**src/rtl/grant_sequencer.sv**
```systemverilog
// grant_sequencer: queues one burst job per client, raises requests to an
// external arbiter, and sequences beats for the granted client while holding
// the grant with lock until the burst completes.
module grant_sequencer #(
  parameter int unsigned CNT_W = 4
) (
  input  logic             clk,
  input  logic             rst_n,
  input  logic             job_wr,
  input  logic [1:0]       job_client,
  input  logic [CNT_W-1:0] job_len,
  input  logic [1:0]       grant_id,
  input  logic             valid,
  output logic [3:0]       req,
  output logic             lock,
  output logic [3:0]       pending,
  output logic             beat,
  output logic [1:0]       beat_client,
  output logic [3:0]       done,
  output logic             err
);

  localparam logic [1:0] IDLE    = 2'd0;
  localparam logic [1:0] BURST   = 2'd1;
  localparam logic [1:0] RELEASE = 2'd2;

  localparam logic [CNT_W-1:0] CNT_ONE = CNT_W'(1);

  logic [1:0]       state;
  logic [1:0]       owner;
  logic [CNT_W-1:0] cnt;
  logic [CNT_W-1:0] len_q [4];
  logic             job_ok;

  // A job is taken only for an idle client with a non-zero length.
  assign job_ok = job_wr && !pending[job_client] && (job_len != '0);

  // Request lines mirror the registered pending vector.
  assign req = pending;

  // Per-client burst length storage; intentionally not reset.
  always_ff @(posedge clk) begin
    if (job_ok) begin
      len_q[job_client] <= job_len;
    end
  end

  // Job intake, burst FSM and registered outputs.
  always_ff @(posedge clk) begin
    if (!rst_n) begin
      state       <= IDLE;
      owner       <= '0;
      cnt         <= '0;
      pending     <= '0;
      lock        <= 1'b0;
      beat        <= 1'b0;
      beat_client <= '0;
      done        <= '0;
      err         <= 1'b0;
    end else begin
      beat        <= 1'b0;
      beat_client <= '0;
      done        <= '0;
      err         <= job_wr && !job_ok;

      // Accepted client is never the owner (owner is still pending), so the
      // set here and the clear below never touch the same bit.
      if (job_ok) begin
        pending[job_client] <= 1'b1;
      end

      case (state)
        IDLE: begin
          if (valid && pending[grant_id]) begin
            owner <= grant_id;
            cnt   <= len_q[grant_id];
            lock  <= 1'b1;
            state <= BURST;
          end
        end
        BURST: begin
          if (valid && (grant_id == owner)) begin
            beat        <= 1'b1;
            beat_client <= owner;
            cnt         <= cnt - CNT_ONE;
            if (cnt == CNT_ONE) begin
              pending[owner] <= 1'b0;
              done[owner]    <= 1'b1;
              lock           <= 1'b0;
              state          <= RELEASE;
            end
          end
        end
        RELEASE: begin
          state <= IDLE;
        end
        default: begin
          state <= IDLE;
        end
      endcase
    end
  end

endmodule

```
**config.mk**
```make
export PLATFORM = sky130hd
export DESIGN_NAME = grant_sequencer
export DESIGN_NICKNAME = d
export VERILOG_FILES = /design/src/rtl/grant_sequencer.sv
export SDC_FILE = /design/constraint.sdc
export NUM_CORES = 1
export LEC_CHECK = 0
export BUFFER_PORTS_ARGS = -buffer_cell sky130_fd_sc_hd__clkbuf_2
export CORE_MARGIN = 4
export CORE_UTILIZATION = 43
export DETAILED_ROUTE_END_ITERATION = 8
export PLACE_DENSITY_LB_ADDON = 0.1
export RECOVER_POWER = 100
export SLEW_MARGIN = 20
export SYNTH_ARGS = -nofsm -noshare
export SYNTH_HDL_FRONTEND = slang
export SYNTH_SLANG_ARGS = --single-unit
```
**constraint.sdc**
```tcl
create_clock -name clk -period 2.48 [get_ports clk]
set_input_delay 0.248 -clock clk [delete_from_list [all_inputs] [get_ports clk]]
set_output_delay 0.248 -clock clk [all_outputs]
set_load 0.02 [all_outputs]
```
==> qor.yml <==
p_int_mw: 0.8918
synth_area_leaders: "edfxtp_1, dfxtp_1, mux4_2"
finalNonFillerCells: 216
yosysTopAreaCellShare_pct: 29.05
cp_top_family: "simple AND/OR/NAND/NOR gates"
drtPass1Iterations: 4
antenna_found_initial: 0
gr-total-overflow: 0
hold_start: "job_wr"
cts_resized: 0
combPwrFrac_pct: 9.5
grt_pass1_wl_um: 5754
yosys_warnings: 0
status: "finished clean"
net-switching-power_mw: 0.2782
grt_util_all_layers_pct: 15.32
ys_async_sr_fraction_pct: 0
dp_hpwl_um: 2543
sw_frac_of_total_pct: 23.78
nets: 181
gp_congestion: 0.7646
clock_skew_ns: 0.007601
rsz0062_at_grt: "no"
yosysSeqAreaShare_pct: 54.46
synth_fp_nets: 156
avgSynthCellArea_um2: 11.65
cp_slowest_stage_delay_ns: 0.73
num_rows: 22
seqPwrFrac_pct: 56.9
path_buf_inv: 0
synth_cell_types: 41
cts_root_buffer: "clkbuf_8"
ir_drop_v: 0.0002989
tightest_slew_ns: 0.7357
cts_buffers: 5
fin_crit_sh_pct: 77.45
finalCriticalPeriod_ns: 1.921
path_cells: "nand2b_1 > or4_1 > a311oi_2 > a211oi_1"
slew_headroom_pct: 50.31
ff2ff_setup_slack_ns: 0.56
r2r-start: "state[1]$_SDFFE_PN0P_"
synth-seq-cells: 37
slew_violations: 0
vias_per_cell: 5.380
io_pins: 29
critPathLaunchType: "flip-flop"
arrival_ns: 2.06
finalSetupViolations: 0
startpoint: "state[1]$_SDFFE_PN0P_"
insertion_delay_ns: 0.28
htreeDepth: 2
clkPwrFrac_pct: 33.6
diodes: 0
synth.most_common_cell: "dfxtp_1"
ant_nets: 0
core_area_um2: 3689
layout-drive-gt1-share_pct: 12.50
drc: 0
dieHeight_um: 70.02
cts_max_path_buffers: 2
required_ns: 2.62
syn_inst: 142
portBuffers: 28
holdCritPathClass: "in -> reg"
dieArea_um2: 4903
fmax_mhz: 520.6
path_clk_slew_ns: 0.07
leakage_nw: 0.6420
crit_type: "reg -> reg"
synthFlopType: "dfxtp_1"
syn_to_final_growth_pct: 9.909
crit_path_end_kind: "flip-flop"
cts_sinks: 37
post_cts_buffers: 0
grt_pass1_vias: 1141
synthTopCellsByCount: "dfxtp_1, edfxtp_1, nor2_1, nor3_1, nand2_1"
syn_area_um2: 1654
vias: 1162
drt-total-wl_um: 3479
holdWs_ns: 0.1916
drtIter0Drc: 116
crit_slowest_cell: "or4_1"
tritoncts: "built"
maxCapViolCount: 0
path_max_fanout: 12
dp.cells: 208
grt_max_degree: 14
wire_per_inst_um: 16.11
die_w_um: 70.02
ctsHoldBuffers: 0
yosysTopAreaCell: "edfxtp_1"
synth-edff-count: 16
fin_tns_setup_ns: 0
hold_viol: 0
start_util_pct: 44.84
cellPowerDensity_nw_per_um2: 643.6
-- stage by stage --
step / setup WS [ns] / util [%] / power (mW) / instance area (um^2)
final: 0.5593 / 49.29 / 1.170 / 1818
after global routing: 0.3939 / 49.29 / 1.218 / 1818
after CTS: 0.6555 / 50.71 / 1.187 / 1871
after detailed placement: 0.5195 / 48.51 / 0.7978 / 1789
after global placement: 0.5533 / 48.51 / 0.7966 / 1789
after floorplan: 0.8262 / - / 0.7614 / 1654
-- placed cells by master (no fill, tap or decap), drive strengths merged, types with 2 or more instances in the layout --
master  instances
clkbuf         37
dfxtp          21
edfxtp         16
nor2           11
nor3           11
nand2          10
inv             8
a21oi           6
mux4            5
nor3b           4
o32ai           4
nand3           3
a31oi           3
and3            2
nand2b          2
o21ai           2
o221a           2
ha              2
nor4            2
xor2            2
-- sequential cells by signal, indices dropped and copies added (netlist names) --
name / flops
beat_client: 2
len_q: 16
cnt: 4
pending: 4
err: 1
lock: 1
beat: 1
state: 2
owner: 2
done: 4
-- power groups by stage --
stage | registers [mW] | logic, mW | clock network [mW]
after floorplan | 0.682 | 0.0798 | 0
after global routing | 0.668 | 0.123 | 0.427
final | 0.666 | 0.111 | 0.393
after CTS | 0.666 | 0.118 | 0.402
after global placement | 0.680 | 0.117 | 0
after detailed placement | 0.680 | 0.118 | 0
-- cell families (layout without fill, tap and decap cells) --
group / Yosys count / after routing / share of synthesized area, %
buf+inv: 20 / 46 / 6.656
simple gates: 50 / 50 / 15.81
mux: 7 / 7 / 8.094
fa+ha+maj: 2 / 2 / 1.513
flops: 37 / 37 / 54.46
xor+xnor: 2 / 2 / 1.513
compound gates: 24 / 24 / 11.95
-- final timing paths --
path	depth (start not counted)	endpoint
max	4	cnt[1]$_SDFFE_PN0P_
min	2	err$_SDFF_PN0_
max reg2reg	4	cnt[1]$_SDFFE_PN0P_
min reg2reg	2	state[1]$_SDFFE_PN0P_
-- layer usage --
layer  vias up  track usage, %  part of all wire (%)
met5         -               0                     0
met4         0           5.745                   1.2
met3         5           3.885                   5.3
met2        34           22.98                    45
met1       552           21.28                    49
li1        571               -                     -
-- layout make-up --
cell class | instances | area [um^2]
Multi-Input combinational cell | 85 | 624.3
Inverter | 8 | 30.03
Fill cell | 367 | 1871
Timing Repair Buffer | 30 | 121.4
Tap cell | 48 | 60.06
Sequential cell | 37 | 900.9
Clock buffer | 7 | 76.32
Clock inverter | 1 | 5.005
Note: power is estimated with default switching activity, not from simulation.
